$ cat src/rtl/seq_pair_loader_if.sv
// Handshake and accelerator-side bundle for seq_pair_loader.
// slave  : the loader's view (consumes bytes, drives R/Q/start/status).
// master : the environment's view (feeds bytes, drives acc_ready).
// Optional macro SEQ_PAIR_LOADER_TIMEOUT_EN adds the timeout_err signal.
interface seq_pair_loader_if #(
  parameter int L = 8
);
  logic             in_valid;
  logic             in_ready;
  logic [7:0]       in_data;
  logic             in_last;
  logic [3*L-1:0]   R;
  logic [3*L-1:0]   Q;
  logic             start;
  logic             acc_ready;
  logic             done;
  logic             busy;
  logic             err_len;
  logic [7:0]       pair_count;
`ifdef SEQ_PAIR_LOADER_TIMEOUT_EN
  logic             timeout_err;
`endif

  modport slave (
    input  in_valid, in_data, in_last, acc_ready,
    output in_ready, R, Q, start, done, busy, err_len, pair_count
`ifdef SEQ_PAIR_LOADER_TIMEOUT_EN
    , output timeout_err
`endif
  );

  modport master (
    output in_valid, in_data, in_last, acc_ready,
    input  in_ready, R, Q, start, done, busy, err_len, pair_count
`ifdef SEQ_PAIR_LOADER_TIMEOUT_EN
    , input timeout_err
`endif
  );
endinterface

$ cat src/rtl/seq_pair_loader.sv
// seq_pair_loader: encodes an ASCII nucleotide stream into 3-bit symbols,
// packs one reference and one query window of L symbols (first base at the
// MSBs), launches the accelerator with a one-cycle start pulse and waits for
// a rising edge of acc_ready before accepting the next pair.
// Optional macro SEQ_PAIR_LOADER_TIMEOUT_EN enables a WAIT-state watchdog of
// TIMEOUT cycles that raises a sticky timeout_err and abandons the pair.
module seq_pair_loader #(
  parameter int L       = 8,
  parameter int TIMEOUT = 255
) (
  input  logic clk,
  input  logic reset,
  seq_pair_loader_if.slave bus
);

  localparam int W  = 3 * L;
  localparam int CW = $clog2(L + 1);
  localparam logic [CW-1:0] L_CNT = CW'(L);

  // Reject nonsensical configurations at elaboration time.
  if (L < 1 || TIMEOUT < 1) begin : g_param_check
    $error("seq_pair_loader: L and TIMEOUT must be at least 1");
  end

  typedef enum logic [1:0] {
    ST_LOAD_R = 2'd0,
    ST_LOAD_Q = 2'd1,
    ST_START  = 2'd2,
    ST_WAIT   = 2'd3
  } state_t;

  state_t          state_q;
  logic [CW-1:0]   cnt_q;
  logic [W-1:0]    r_buf_q, r_buf_d;
  logic [W-1:0]    q_buf_q, q_buf_d;
  logic [W-1:0]    r_q, q_q;
  logic            start_q;
  logic            done_q;
  logic            err_len_q;
  logic [7:0]      pair_count_q;
  logic            acc_prev_q;

  logic            in_ready;
  logic            beat;
  logic            has_room;
  logic            wr_r, wr_q;
  logic            acc_rise;
  logic [2:0]      sym;

  // Map an ASCII byte to its 3-bit symbol; 3'b000 stays reserved for padding.
  function automatic logic [2:0] encode_base(input logic [7:0] b);
    case (b)
      8'h41, 8'h61: encode_base = 3'b001;  // A / a
      8'h43, 8'h63: encode_base = 3'b010;  // C / c
      8'h47, 8'h67: encode_base = 3'b011;  // G / g
      8'h54, 8'h74: encode_base = 3'b100;  // T / t
      default:      encode_base = 3'b101;  // N
    endcase
  endfunction

  assign in_ready = (state_q == ST_LOAD_R) || (state_q == ST_LOAD_Q);
  assign beat     = bus.in_valid && in_ready;
  assign has_room = (cnt_q < L_CNT);
  assign wr_r     = beat && has_room && (state_q == ST_LOAD_R);
  assign wr_q     = beat && has_room && (state_q == ST_LOAD_Q);
  assign sym      = encode_base(bus.in_data);
  assign acc_rise = bus.acc_ready && !acc_prev_q;

  // Next buffer contents: the slot selected by cnt takes the new symbol.
  for (genvar gi = 0; gi < L; gi++) begin : g_slot
    assign r_buf_d[W-1-3*gi -: 3] = (wr_r && cnt_q == CW'(gi)) ? sym : r_buf_q[W-1-3*gi -: 3];
    assign q_buf_d[W-1-3*gi -: 3] = (wr_q && cnt_q == CW'(gi)) ? sym : q_buf_q[W-1-3*gi -: 3];
  end

`ifdef SEQ_PAIR_LOADER_TIMEOUT_EN
  localparam int WDW = $clog2(TIMEOUT + 1);
  localparam logic [WDW-1:0] WD_LIMIT = WDW'(TIMEOUT - 1);
  logic [WDW-1:0] wd_q;
  logic           timeout_err_q;
  assign bus.timeout_err = timeout_err_q;
`endif

  // Control FSM: loads R then Q, launches, then waits for the accelerator.
  always_ff @(posedge clk or posedge reset) begin
    if (reset) begin
      state_q      <= ST_LOAD_R;
      cnt_q        <= '0;
      r_buf_q      <= '0;
      q_buf_q      <= '0;
      r_q          <= '0;
      q_q          <= '0;
      start_q      <= 1'b0;
      done_q       <= 1'b0;
      err_len_q    <= 1'b0;
      pair_count_q <= '0;
      acc_prev_q   <= 1'b0;
`ifdef SEQ_PAIR_LOADER_TIMEOUT_EN
      wd_q          <= '0;
      timeout_err_q <= 1'b0;
`endif
    end else begin
      start_q <= 1'b0;
      done_q  <= 1'b0;
      case (state_q)
        ST_LOAD_R: begin
          if (beat) begin
            // A fresh reference sequence clears the previous length error.
            if (cnt_q == '0) err_len_q <= 1'b0;
            if (has_room) begin
              r_buf_q <= r_buf_d;
              cnt_q   <= cnt_q + 1'b1;
            end else begin
              err_len_q <= 1'b1;
            end
            if (bus.in_last) begin
              cnt_q   <= '0;
              state_q <= ST_LOAD_Q;
            end
          end
        end
        ST_LOAD_Q: begin
          if (beat) begin
            if (has_room) begin
              q_buf_q <= q_buf_d;
              cnt_q   <= cnt_q + 1'b1;
            end else begin
              err_len_q <= 1'b1;
            end
            if (bus.in_last) begin
              // Publish R/Q together with start so both are valid in START.
              cnt_q   <= '0;
              r_q     <= r_buf_q;
              q_q     <= q_buf_d;
              start_q <= 1'b1;
              state_q <= ST_START;
            end
          end
        end
        ST_START: begin
          // Treat acc_ready as already high so a stale level is not an edge.
          acc_prev_q <= 1'b1;
`ifdef SEQ_PAIR_LOADER_TIMEOUT_EN
          wd_q <= '0;
`endif
          state_q <= ST_WAIT;
        end
        ST_WAIT: begin
          acc_prev_q <= bus.acc_ready;
          if (acc_rise) begin
            done_q       <= 1'b1;
            pair_count_q <= pair_count_q + 8'd1;
            r_buf_q      <= '0;
            q_buf_q      <= '0;
            cnt_q        <= '0;
            state_q      <= ST_LOAD_R;
`ifdef SEQ_PAIR_LOADER_TIMEOUT_EN
            timeout_err_q <= 1'b0;
          end else if (wd_q == WD_LIMIT) begin
            timeout_err_q <= 1'b1;
            r_buf_q       <= '0;
            q_buf_q       <= '0;
            cnt_q         <= '0;
            state_q       <= ST_LOAD_R;
          end else begin
            wd_q <= wd_q + 1'b1;
`endif
          end
        end
        default: state_q <= ST_LOAD_R;
      endcase
    end
  end

  assign bus.in_ready   = in_ready;
  assign bus.busy       = (state_q == ST_START) || (state_q == ST_WAIT);
  assign bus.R          = r_q;
  assign bus.Q          = q_q;
  assign bus.start      = start_q;
  assign bus.done       = done_q;
  assign bus.err_len    = err_len_q;
  assign bus.pair_count = pair_count_q;

endmodule

$ cat src/flat_wrapper.sv
// flat-port wrapper written by rule: the top's interface ports become plain ports
module seq_pair_loader_flat 
#(
  parameter int L       = 8,
  parameter int TIMEOUT = 255
)
  (clk, reset, bus_in_valid, bus_in_data, bus_in_last, bus_acc_ready, bus_in_ready, bus_R, bus_Q, bus_start, bus_done, bus_busy, bus_err_len, bus_pair_count);
  seq_pair_loader_if #(.L(L)) bus_i ();
  input  logic clk;
  input  logic reset;
  input wire logic [$bits(bus_i.in_valid)-1:0] bus_in_valid;
  input wire logic [$bits(bus_i.in_data)-1:0] bus_in_data;
  input wire logic [$bits(bus_i.in_last)-1:0] bus_in_last;
  input wire logic [$bits(bus_i.acc_ready)-1:0] bus_acc_ready;
  output wire logic [$bits(bus_i.in_ready)-1:0] bus_in_ready;
  output wire logic [$bits(bus_i.R)-1:0] bus_R;
  output wire logic [$bits(bus_i.Q)-1:0] bus_Q;
  output wire logic [$bits(bus_i.start)-1:0] bus_start;
  output wire logic [$bits(bus_i.done)-1:0] bus_done;
  output wire logic [$bits(bus_i.busy)-1:0] bus_busy;
  output wire logic [$bits(bus_i.err_len)-1:0] bus_err_len;
  output wire logic [$bits(bus_i.pair_count)-1:0] bus_pair_count;
  assign bus_i.in_valid = bus_in_valid;
  assign bus_i.in_data = bus_in_data;
  assign bus_i.in_last = bus_in_last;
  assign bus_i.acc_ready = bus_acc_ready;
  assign bus_in_ready = bus_i.in_ready;
  assign bus_R = bus_i.R;
  assign bus_Q = bus_i.Q;
  assign bus_start = bus_i.start;
  assign bus_done = bus_i.done;
  assign bus_busy = bus_i.busy;
  assign bus_err_len = bus_i.err_len;
  assign bus_pair_count = bus_i.pair_count;
  seq_pair_loader #(.L(L), .TIMEOUT(TIMEOUT)) u_core (.clk(clk), .reset(reset), .bus(bus_i));
endmodule
$ cat config.mk
export PLATFORM = sky130hd
export DESIGN_NAME = seq_pair_loader_flat
export DESIGN_NICKNAME = d
export VERILOG_FILES = /design/src/rtl/seq_pair_loader_if.sv /design/src/rtl/seq_pair_loader.sv /design/src/flat_wrapper.sv
export SDC_FILE = /design/constraint.sdc
export NUM_CORES = 1
export LEC_CHECK = 0
export ABC_AREA = 1
export CORE_ASPECT_RATIO = 1.4
export CORE_MARGIN = 2
export CORE_UTILIZATION = 35
export DETAILED_ROUTE_END_ITERATION = 12
export PLACE_DENSITY = 0.67
export SLEW_MARGIN = 20
export SYNTH_ARGS = -nofsm -noshare
export SYNTH_HDL_FRONTEND = slang
export SYNTH_SLANG_ARGS = --single-unit
$ cat constraint.sdc
create_clock -name clk -period 6.57 [get_ports clk]
set_input_delay 0.9855 -clock clk [delete_from_list [all_inputs] [get_ports clk]]
set_output_delay 0.9855 -clock clk [all_outputs]
set_load 0.02 [all_outputs]
Word level (Yosys, flattened, before mapping)

Index checks and enable logic that the tools add are counted.

Bits in registers: 114
Input bits: 13
Word-level logic and storage cells: 155

Add/subtract/negate cells: 2
$lt $le $gt $ge: 1
Equal/unequal tests: 37
Multiplexer cells: 47
Reduce and logical (&&, ||, !) cells: 50

Operators with widths:

| cell                                                | number |
|---|---|
| 2-to-1 mux 24 bit                                   | 5 |
| one-hot mux 24 bit (2 select lines)                 | 2 |
| equality test 8 x 7 -> 1 bit, second input constant | 8 |
| AND reduction 5 bit                                 | 10 |
| 2-to-1 mux 3 bit                                    | 16 |
| != test 2 bit, second input constant                | 11 |
| logical AND 1 bit                                   | 21 |
| equality test 4 x 3 -> 1 bit, second input constant | 4 |
| 2-to-1 mux 4 bit                                    | 4 |
| != test 2 x 1 -> 1 bit, second input constant       | 6 |
| one-hot mux 3 bit (4 select lines)                  | 1 |
| 2-to-1 mux 1 bit                                    | 10 |
| 2-to-1 mux 2 bit                                    | 5 |
| nonzero test 2 bit                                  | 5 |
| OR reduction 2 bit                                  | 5 |
| adder 8 x 1 -> 8 bit, second input constant         | 1 |
| equality test 4 x 2 -> 1 bit, second input constant | 2 |
| one-hot mux 2 bit (4 select lines)                  | 1 |
| one-hot mux 4 bit (2 select lines)                  | 1 |
| AND reduction 4 bit                                 | 2 |
| adder 4 x 1 -> 4 bit, second input constant         | 1 |
| equality test 2 bit, second input constant          | 2 |
| equality test 4 x 1 -> 1 bit, second input constant | 1 |
| logical NOT 4 bit                                   | 1 |
| 10 further kinds                                    | 12 |

Depth between registers and ports, before layout

Gate-level depths: netlist of run 1.

Depth after elaboration: 10
Mapped depth: 11
Depth with buffers taken out: 11

Least setup slack after synthesis of run 1

OpenSTA, ideal clock, no wires.

Kind: reg-to-output
Start: register u_core.state_q[0]
End: output port bus_busy
Arrival: 1039 ps
Setup slack: 4546 ps
Cell stages (with the launch flop): 3
Buffers on the path: 0
Cells stage by stage: dfrtp_1 -> ha_1 -> or2_2

Word-level cells in the longest chain between the ends: 2

RTL lines:

| element                  | RTL line               | text |
|---|---|---|
| start: declaration       | seq_pair_loader.sv:32  | `state_t state_q;` |
| start signal: assignment | seq_pair_loader.sv:86  | `state_q <= ST_LOAD_R;` |
| start signal: assignment | seq_pair_loader.sv:117 | `state_q <= ST_LOAD_Q;` |
| start signal: assignment | seq_pair_loader.sv:135 | `state_q <= ST_START;` |
| equality test 2 bit      | seq_pair_loader.sv:175 | `assign bus.busy = (state_q == ST_START) \|\| (state_q == ST_WAIT);` |
| logical OR 1 bit (*)     | seq_pair_loader.sv:175 |  |
| end: declaration         | flat_wrapper.sv:20     | `output wire logic [$bits(bus_i.busy)-1:0] bus_busy;` |

Mark *: on every way between the ends. The rest lies on a longest branch, timed or not.

Worst setup path in the final report of run 1

Start: register u_core.state_q[1]
End: output port bus_in_ready

Word-level cells in the longest chain between the ends: 2

RTL lines:

| element                                                           | RTL line              | text |
|---|---|---|
| equality test 2 x 1 -> 1 bit or logical NOT 2 bit (tied branches) | seq_pair_loader.sv:61 | `assign in_ready = (state_q == ST_LOAD_R) \|\| (state_q == ST_LOAD_Q);` |
| logical OR 1 bit (*)                                              | seq_pair_loader.sv:61 |  |
| end: declaration                                                  | flat_wrapper.sv:15    | `output wire logic [$bits(bus_i.in_ready)-1:0] bus_in_ready;` |

Marks and branches as above.

==> reports/results.md, run 1 <==
- sky130_fd_sc_hd__clkbuf_16 — clock tree root driver cell
- 8.35 um2 — syn avg cell area
- 1.09 ns — Slew @ Worst Pin
- 107 um — die span in x
- 46.0% — fin util
- 0.792 — routability congestion estimate
- 618 — gate count of the mapped netlist
- 0.467 ns — WHS
- 0 — number of warnings reported in the yosys synthesis log
- 72 — Port Buffer Count
- 74 — number of top-level pins
- 0 ns — Setup TNS
- 35.7% — effective utilization at floorplan
- 3.39 ns — post-layout minimum cycle time
- 28.8% — area grow syn2layout
- 2.41 ns — arrival time of the worst setup path
- 715 — number of nets in the finished design
- 0 — Slew Viols, Final
- 2.83 mW — sum of internal, switching and leakage power
- 0.41 ns — clock insertion delay at the later pin of the skew report
- 426 mW/mm2 — PD cells
- sky130_fd_sc_hd__inv_1 — CP most frequent cell
- 0.06 ns — clock transition at the registers of the reported paths
- yes — clock tree from TritonCTS
- 0.0144 mm2 — core box area
- 0.00516 mm2 — Syn Std Cell Area
- 13.2 um — average wire per cell in the routed design
- 0.000159 V — Max rail drop VDD
- 0 — DRT antenna net count
- 4.66 — detail-routed via count per cell
- 16.3% — total global routing track utilization
- 0.00665 mm2 — Post-Layout Inst Area
- 0 — total overflow reported by the global router
- u_core.bus.R[6] — critical register-to-register path endpoint
- reg -> reg — type of the tightest min-delay check
- 3.37 nW — Static Leak
- 0 — post-CTS resize count
- 4.98% — global routing usage on met3
- 55.3% — Seq/Total Area, Yosys
- 0.00859 ns — Post-Route Skew
- 0 — drt drc
- 4 — first drt pass iteration count
- 114 — synthesized flop and latch total
- 7900 um — Post-DP HPWL
- 640 — Syn Nets
- 20000 um — wire length of the first global-routing pass
- 27.1% — max-slew headroom at the worst pin
- 27.7% — met2 Use GR
- 0 — EDFF count, synth
- 51.6% — final worst path period share
- 0.62 ns — stage delay of the slowest cell on the critical path
- 100% — ys async rst share
- 0.00603 mm2 — placed cell area
- 1440 — count of filler cells inserted in the layout
- 114 — Sinks on Clock Net
- 0 — Finish-stage setup viols
- output port — Worst Setup End Kind
- 21 — Max Fanout on Critical Path
- 4 — H-tree depth reported by CTS
- 5.58 ns — critical path data required time
- reg -> out — CP Class
- 4174 — number of global-route vias before repair
- 52 — Core Rows
- 28 — number of unique standard cell types used by synthesis
- 17 — total CTS buffers
- 0 — ANT cells
- 0 — max capacitance violation total
- 18.9% — global routing met1 resource utilization
- 6 — worst-case reg-to-reg path depth
- 235 — number of DRC markers after the initial detailed-route iteration
- 2 — Hold Crit Depth
- met2 — gr busiest metal
- 4172 — Vias
- u_core.bus.R[13] — hold wc startpoint
- 148 um — die height
- 11800 um — wirelength, routed
- 77 — pin count of the biggest net entering global routing
- register — launching element type of the critical path
- 0 — Post-CTS Setup Repair Bufs
- 295 MHz — maximum clock rate
- 2 — worst-case clock buffer depth
- false — RSZ-0062 raised after global routing
- 0.0157 mm2 — die area
- sky130_fd_sc_hd__dfrtp_1 — prevailing post-synth register cell
- 0 — # hold bufs at CTS
- sky130_fd_sc_hd__ha_1 — slowest CP cell
- inv_1 > ha_1 > inv_1 > nand2_2 > clkdlybuf4s50_1 — CP Cell Sequence
- 9.63% — proportion of layout cells with a drive suffix above 1
- u_core.state_q[1] — Critical R2R Launch
- u_core.bus.R[13] — endpoint with the worst hold slack
- 0 — number of antenna violations at the first check in global routing
- complete, no violations — result of the run
- 0 — number of hold violations in the final report
- 3.56 ns — Register-to-Register Setup Slack
[worst max path at each step]
stage	slack (ns)	start	cells past startpoint	end
6_report	3.18	u_core.state_q[1]	5	bus_in_ready
4_1_cts	3.15	u_core.state_q[1]	5	bus_in_ready
3_5_place_dp	2.77	bus_in_valid	5	u_core.bus.R[6]
3_3_place_gp	2.80	bus_in_valid	5	u_core.bus.R[12]
2_1_floorplan	2.57	reset	1	u_core.acc_prev_q
5_1_grt	2.96	bus_in_valid	5	u_core.bus.R[6]
[logic make-up after synthesis]
| family | after synthesis | share of synthesized area, % |
|---|---|---|
| flip-flops | 114 | 55.3 |
| AO/OA/AOI/OAI | 58 | 6.59 |
| XOR/XNOR | 7 | 1.19 |
| adder cells (fa/ha/maj) | 9 | 2.18 |
| AND/OR/NAND/NOR | 375 | 30.2 |
| buffers and inverters | 55 | 4.61 |
[registers in the layout, summed over array words and instances, names as in the netlist, 2 cells and up]
signal                 flops
u_core.cnt_q               4
u_core.q_buf_q            24
u_core.bus.R              24
u_core.state_q             2
u_core.r_buf_q            24
u_core.bus.pair_count      8
u_core.bus.Q              24
[cells in the mapped netlist (2+ instances only)]
cell / count / area (um2)
sky130_fd_sc_hd__a21oi_1: 10 / 50.1
sky130_fd_sc_hd__buf_2: 10 / 50.1
sky130_fd_sc_hd__buf_6: 2 / 22.5
sky130_fd_sc_hd__clkbuf_1: 3 / 11.3
sky130_fd_sc_hd__dfrtp_1: 114 / 2850
sky130_fd_sc_hd__ha_1: 9 / 113
sky130_fd_sc_hd__inv_1: 34 / 128
sky130_fd_sc_hd__inv_2: 4 / 15.0
sky130_fd_sc_hd__nand2_1: 265 / 995
sky130_fd_sc_hd__nand2_2: 3 / 18.8
sky130_fd_sc_hd__nand3_1: 50 / 250
sky130_fd_sc_hd__nor2_1: 29 / 109
sky130_fd_sc_hd__nor2_2: 6 / 37.5
sky130_fd_sc_hd__o211ai_1: 16 / 120
sky130_fd_sc_hd__o21ai_0: 26 / 130
sky130_fd_sc_hd__o21ai_1: 3 / 15.0
sky130_fd_sc_hd__o21ai_2: 2 / 17.5
sky130_fd_sc_hd__or2_2: 17 / 106
sky130_fd_sc_hd__xnor2_1: 3 / 26.3
sky130_fd_sc_hd__xor2_1: 4 / 35.0
[critical path: cells and delay by family (launching register included)]
family | cells | cell delay [ns]
adder cells (fa/ha/maj) | 1 | 0.62
buffers and inverters | 3 | 0.83
AND/OR/NAND/NOR | 1 | 0.13
flip-flops | 1 | 0.41
[placed cells by master, fill, tap and decap left out, types with 2 or more instances in the layout]
| cell type | netlist | routed |
|---|---|---|
| sky130_fd_sc_hd__dfrtp_1 | 114 | 114 |
| sky130_fd_sc_hd__or2_2 | 17 | 17 |
| sky130_fd_sc_hd__clkdlybuf4s50_1 | 0 | 72 |
| sky130_fd_sc_hd__nand3_1 | 50 | 50 |
| sky130_fd_sc_hd__nand2_2 | 3 | 3 |
| sky130_fd_sc_hd__o21ai_0 | 26 | 26 |
| sky130_fd_sc_hd__inv_2 | 4 | 4 |
| sky130_fd_sc_hd__nor2_1 | 29 | 29 |
| sky130_fd_sc_hd__clkinvlp_4 | 0 | 2 |
| sky130_fd_sc_hd__clkinv_4 | 0 | 3 |
| sky130_fd_sc_hd__a21oi_1 | 10 | 10 |
| sky130_fd_sc_hd__o21ai_1 | 3 | 3 |
| sky130_fd_sc_hd__clkbuf_16 | 0 | 17 |
| sky130_fd_sc_hd__xor2_1 | 4 | 4 |
| sky130_fd_sc_hd__nand2_1 | 265 | 265 |
| sky130_fd_sc_hd__o21ai_2 | 2 | 2 |
| sky130_fd_sc_hd__nor2_2 | 6 | 6 |
| sky130_fd_sc_hd__o211ai_1 | 16 | 16 |
| sky130_fd_sc_hd__ha_1 | 9 | 9 |
| sky130_fd_sc_hd__bufinv_16 | 0 | 4 |
| sky130_fd_sc_hd__xnor2_1 | 3 | 3 |
| sky130_fd_sc_hd__clkinv_2 | 0 | 6 |
| sky130_fd_sc_hd__inv_1 | 34 | 33 |
[report_power, final]
group / switching [mW] / internal (mW)
Clock: 0.329 / 0.630
Sequential: 0.0986 / 0.873
Combinational: 0.567 / 0.331
Total: 0.995 / 1.83
[stage by stage]
stage	setup slack, ns	instances
5_1_grt	2.96	895
4_1_cts	3.15	895
6_report	3.18	895
3_5_place_dp	2.77	863
3_3_place_gp	2.80	863
2_1_floorplan	2.57	618
[layout make-up]
cell class,instances,area [um2],area share [%]
Tap cell,189,236,3.56
Inverter,38,145,2.18
Clock inverter,15,191,2.88
Sequential cell,114,2850,42.9
Multi-Input combinational cell,449,2070,31.1
Timing Repair Buffer,73,728,11.0
Clock buffer,17,425,6.40
[layer usage]
metal / part of all wire, % / vias up
li1: - / 2120
met1: 43 / 1964
met2: 51 / 68
met3: 3.8 / 20
met4: 2.1 / 0
met5: 0 / -
(Power assumes the default switching activity.)
==> run 2: changes to the inputs <==
==> constraint.sdc (replaced) <==
create_clock -name clk -period 3.5 [get_ports clk]
set_input_delay 0.525 -clock clk [delete_from_list [all_inputs] [get_ports clk]]
set_output_delay 0.525 -clock clk [all_outputs]
set_load 0.02 [all_outputs]
==> run 2 against run 1 <==
  * Wire length shrank 0.59%
  * Combinational power grew 89%
  * Via count rose by 0.43%
  * Non-clock buffer count is 6 higher
  * Critical endpoint unchanged
  * Largest power group unchanged
==> reports/results.md, run 2 (synthesized netlist as in run 1, its figures left out) <==
- 5 — first drt pass iteration count, +1
- u_core.state_q[0] — Critical R2R Launch
- 386 MHz — maximum clock rate
- 35.7% — effective utilization at floorplan, unchanged
- 721 — number of nets in the finished design, +0.84%
- 0 — DRT antenna net count, unchanged
- 21 — Max Fanout on Critical Path, unchanged
- 0.00670 mm2 — Post-Layout Inst Area, +0.73%
- sky130_fd_sc_hd__inv_1 — CP most frequent cell
- 0 — post-CTS resize count, unchanged
- 0 ns — Setup TNS, unchanged
- 2.97 ns — critical path data required time, -2.61 ns
- reg -> out — CP Class
- 4190 — Vias, +0.43%
- yes — clock tree from TritonCTS
- false — RSZ-0062 raised after global routing
- 0 — Slew Viols, Final, unchanged
- buffers and inverters — dominant delay contributor by cell family on the critical path
- 869 — Placed Cells incl. Taps, +0.70%
- 219 — number of DRC markers after the initial detailed-route iteration, -6.8%
- 0.00668 ns — Post-Route Skew, -0.00191 ns
- 0.62 ns — stage delay of the slowest cell on the critical path, about the same
- 57 — pin count of the biggest net entering global routing, -26%
- 0 — Post-CTS Setup Repair Bufs, unchanged
- 0.924 ns — placement-stage worst setup slack, -1.84 ns
- 0.911 ns — post-layout worst setup margin, -2.27 ns
- bus_in_ready — Setup crit end
- 5.26 mW — sum of internal, switching and leakage power, +86%
- u_core.state_q[1] — launch point of the critical path
- 16.0% — total global routing track utilization, -0.28 points
- 4 — buffers plus inverters on the worst setup path, +1
- 46.4% — fin util, +0.34 points
- 2.06 ns — arrival time of the worst setup path, -0.35 ns
- 0.40 ns — clock insertion delay at the later pin of the skew report, about the same
- sky130_fd_sc_hd__nand2_1 — most common cell after layout, fill and taps aside
- inv_1 > ha_1 > buf_4 > inv_1 > nand2_2 > clkdlybuf4s50_1 — CP Cell Sequence
- reg -> reg — type of the tightest min-delay check
- sky130_fd_sc_hd__clkdlybuf4s50_1 — slowest CP cell
- 0 — Finish-stage setup viols, unchanged
- 0.000336 V — Max rail drop VDD, +110%
- 11700 um — wirelength, routed, -0.59%
- 4.65 — detail-routed via count per cell, -0.24%
- 2.59 ns — post-layout minimum cycle time
- complete, no violations — result of the run
- 0.803 — routability congestion estimate, +1.5%
- 20100 um — wire length of the first global-routing pass, +0.21%
- 1.40 ns — Register-to-Register Setup Slack, -2.16 ns
- 8110 um — Post-DP HPWL, +2.7%
- 785 mW/mm2 — PD cells, +85%
- 0 — number of antenna violations at the first check in global routing, unchanged
- 0.0157 mm2 — die area, unchanged
- 0.468 ns — WHS, +0.000511 ns
- 2 — worst-case clock buffer depth, unchanged
- 4164 — number of global-route vias before repair, -0.24%
- 0.0144 mm2 — core box area, unchanged
- output port — Worst Setup End Kind
- 4 — H-tree depth reported by CTS, unchanged
- 6 — Crit. path cell count, +1
- 0 — max capacitance violation total, unchanged
- 114 — Sinks on Clock Net, unchanged
- 0.00609 mm2 — placed cell area, +0.97%
- 52 — Core Rows, unchanged
- 0 — ANT cells, unchanged
- 0.05 ns — clock transition at the registers of the reported paths, about the same
- 29.4% — max-slew headroom at the worst pin, +2.3 points
- sky130_fd_sc_hd__nand2_1, sky130_fd_sc_hd__dfrtp_1, sky130_fd_sc_hd__clkdlybuf4s50_1, sky130_fd_sc_hd__nand3_1, sky130_fd_sc_hd__inv_1 — commonest cells after routing, fill and taps aside
- 3.39 nW — Static Leak, +0.62%
- register — launching element type of the critical path
- sky130_fd_sc_hd__clkbuf_16 — clock tree root driver cell
- 148 um — die height, unchanged
- 107 um — die span in x, unchanged
- 72 — Port Buffer Count, unchanged
- 29.8% — area grow syn2layout
- 74.0% — final worst path period share
- 0 — number of hold violations in the final report, unchanged
- 6 — worst-case reg-to-reg path depth, unchanged
- 9.97% — proportion of layout cells with a drive suffix above 1, +0.34 points
- 74 — number of top-level pins, unchanged
- u_core.q_buf_q[8] — critical register-to-register path endpoint
- 901 — count of non-filler cells in the finished layout, +0.67%
- 0 — # hold bufs at CTS, unchanged
- 1.06 ns — Slew @ Worst Pin, -0.0341 ns
- 0 — drt drc, unchanged
- 17 — total CTS buffers, unchanged
- 13.0 um — average wire per cell in the routed design, -1.3%
- 0 — total overflow reported by the global router, unchanged
## run 2: worst min path at each step
stage | start | endpoint | slack (ns) | cells past startpoint
after floorplan | u_core.q_buf_q[11] | u_core.q_buf_q[11] | 0.44 | 2
after detailed placement | u_core.bus.R[16] | u_core.bus.R[16] | 0.46 | 2
after global routing | u_core.q_buf_q[2] | u_core.q_buf_q[2] | 0.49 | 2
after CTS | u_core.bus.R[16] | u_core.bus.R[16] | 0.47 | 2
final | u_core.bus.R[11] | u_core.bus.R[11] | 0.47 | 2
after global placement | u_core.q_buf_q[3] | u_core.q_buf_q[3] | 0.45 | 2
## run 2: where the power goes
group / switching (mW) / internal, mW
logic: 1.07 / 0.631
clock network: 0.572 / 1.17
registers: 0.181 / 1.64
total: 1.82 / 3.44
## run 2: layout make-up
class | instances | area [um2]
Clock buffer | 23 | 478
Clock inverter | 9 | 129
Fill cell | 1426 | 7740
Inverter | 38 | 146
Multi-Input combinational cell | 449 | 2070
Sequential cell | 114 | 2850
Tap cell | 189 | 236
Timing Repair Buffer | 79 | 786
## run 2: worst register-to-register path, delay by kind of cell (launching register included)
family	cells	cell delay, ns
AND/OR/NAND/NOR	3	0.31
AO/OA/AOI/OAI	1	0.84
buffers and inverters	1	0.17
flip-flops	1	0.41
adder cells (fa/ha/maj)	1	0.32
## run 2: routing by layer
metal,vias to the layer above,routed length [um],global-route usage (%)
li1,2130,-,-
met1,1973,5180,19.8
met2,81,6020,27.1
met3,6,423,3.44
met4,0,122,6.23
met5,-,0,0
==> run 3: changes to the inputs <==
==> constraint.sdc (replaced) <==
create_clock -name clk -period 2.5 [get_ports clk]
set_input_delay 0.375 -clock clk [delete_from_list [all_inputs] [get_ports clk]]
set_output_delay 0.375 -clock clk [all_outputs]
set_load 0.02 [all_outputs]
==> run 3 against run 2 <==
  * Clock power rose by 48%
  * Highest routed layer unchanged
  * Design area is 0.92% higher
  * Cell count is 0.55% higher
  * Worst hold slack lost 0.10 ns
  * Total power up 43%
  * Wire length up 1.5%
  * Largest power group is now the clock network
==> reports/results.md, run 3 (synthesized netlist as in run 1, its figures left out) <==
- 0.0157 mm2 — die area, unchanged
- 0.00683 ns — Post-Route Skew, +0.000150 ns
- false — RSZ-0062 raised after global routing
- 2 — worst-case clock buffer depth, unchanged
- 7.53 mW — sum of internal, switching and leakage power, +43%
- 0 — drt drc, unchanged
- 4.68 — detail-routed via count per cell, +0.71%
- 0.05 ns — clock transition at the registers of the reported paths, about the same
- 0 — DRT antenna net count, unchanged
- register — launching element type of the critical path
- 52 — Core Rows, unchanged
- 35.7% — effective utilization at floorplan, unchanged
- 0 — ANT cells, unchanged
- 2.40 ns — post-layout minimum cycle time
- sky130_fd_sc_hd__nand2_1, sky130_fd_sc_hd__dfrtp_1, sky130_fd_sc_hd__clkdlybuf4s50_1, sky130_fd_sc_hd__nand3_1, sky130_fd_sc_hd__inv_1 — commonest cells after routing, fill and taps aside
- 4 — H-tree depth reported by CTS, unchanged
- sky130_fd_sc_hd__clkbuf_16 — clock tree root driver cell
- 0 — Slew Viols, Final, unchanged
- 16.1% — total global routing track utilization, +0.13 points
- 416 MHz — maximum clock rate
- reg -> out — CP Class
- 3.42 nW — Static Leak, +0.86%
- 74 — number of top-level pins, unchanged
- 0 ns — Setup TNS, unchanged
- 17 — total CTS buffers, unchanged
- 0.0144 mm2 — core box area, unchanged
- 4057 — number of global-route vias before repair, -2.6%
- 0 — # hold bufs at CTS, unchanged
- complete, no violations — result of the run
- 0 — Post-CTS Setup Repair Bufs, unchanged
- 0.939 ns — Slew @ Worst Pin, -0.120 ns
- 0.823 — routability congestion estimate, +2.5%
- 13.2 um — average wire per cell in the routed design, +0.96%
- 0 — number of hold violations in the final report, unchanged
- 0.000484 V — Max rail drop VDD, +44%
- 10.6% — proportion of layout cells with a drive suffix above 1, +0.63 points
- 2.03 ns — arrival time of the worst setup path, -0.03 ns
- 4243 — Vias, +1.3%
- 148 um — die height, unchanged
- 0 — Finish-stage setup viols, unchanged
- 0 — total overflow reported by the global router, unchanged
- 107 um — die span in x, unchanged
- 114 — Sinks on Clock Net, unchanged
- 37.3% — max-slew headroom at the worst pin, +7.9 points
- 31.0% — area grow syn2layout
- 7 — Max Fanout on Critical Path, -67%
- 1425 — count of filler cells inserted in the layout, -0.070%
- 19800 um — wire length of the first global-routing pass, -1.4%
- 321 — number of DRC markers after the initial detailed-route iteration, +47%
- sky130_fd_sc_hd__nand2_1 — most common cell after layout, fill and taps aside
- yes — clock tree from TritonCTS
- 11900 um — wirelength, routed, +1.5%
- 1110 mW/mm2 — PD cells, +42%
- 57 — pin count of the biggest net entering global routing, unchanged
- output port — Worst Setup End Kind
- 0.41 ns — clock insertion delay at the later pin of the skew report, about the same
- 726 — number of nets in the finished design, +0.69%
- 2.12 ns — critical path data required time, -0.85 ns
- 96.2% — final worst path period share
- 8050 um — Post-DP HPWL, -0.68%
- 72 — Port Buffer Count, unchanged
- 0 — post-CTS resize count, unchanged
- 5 — first drt pass iteration count, unchanged
- 0 — max capacitance violation total, unchanged
- in -> async — type of the tightest min-delay check
- 0 — number of antenna violations at the first check in global routing, unchanged
-- run 3: changes by cell type in the layout (fill, tap and decap cells not counted), sizes merged --
cell,previous run,this run
buf,7,12
bufinv,3,4
clkinv,4,2
clkinvlp,3,4
-- run 3: critical path, cell delays in order, from the launching register on --
cell and delay [ns]:
sky130_fd_sc_hd__dfrtp_1 0.41, sky130_fd_sc_hd__ha_1 0.32, sky130_fd_sc_hd__or2_2 0.34, sky130_fd_sc_hd__clkdlybuf4s50_1 0.55
-- run 3: stage by stage --
stage | hold WS (ns) | setup slack [ns] | area, um2 | std cells | util (%)
floorplan | 0.442 | 0.740 | 5160 | 618 | -
global placement | 0.454 | 0.300 | 6130 | 874 | 42.4
detailed placement | 0.457 | 0.233 | 6130 | 874 | 42.4
CTS | 0.375 | 0.0668 | 6760 | 906 | 46.8
global route | 0.408 | 0.0150 | 6760 | 906 | 46.8
finish | 0.368 | 0.0954 | 6760 | 906 | 46.8
-- run 3: metal layers --
metal	vias up	part of all wire, %	track usage [%]
li1	2142	-	-
met1	1998	43	19.8
met2	80	50	27.1
met3	23	4.2	4.06
met4	0	2.1	6.43
met5	-	0	0
-- run 3: area by class of cell --
class	instances	area (um2)	share of cell area, %
sequential	114	2850	42.2
multi-input combinational	449	2070	30.6
inverter	38	146	2.17
clock inverter	9	153	2.26
timing repair buffer	84	823	12.2
clock buffer	23	478	7.07
tap	189	236	3.50
-- run 3: worst paths after layout --
check                                  start          endpoint  slack, ns  cells past startpoint
min                                    reset  u_core.bus.start       0.37                      2
max reg2reg                u_core.state_q[1]  u_core.bus.R[18]       0.44                      6
min reg2reg                  u_core.bus.R[5]   u_core.bus.R[5]       0.47                      2
max                        u_core.state_q[0]          bus_busy        0.1                      3
max in group asynchronous              reset  u_core.bus.Q[19]       1.48                      3
min in group clk             u_core.bus.R[5]   u_core.bus.R[5]       0.47                      2
-- run 3: power breakdown --
group	total, mW	leakage [nW]	switching (mW)	internal (mW)
Sequential	2.56	1.51	0.260	2.30
Combinational	2.41	1.61	1.50	0.912
Clock	2.57	0.299	0.824	1.74
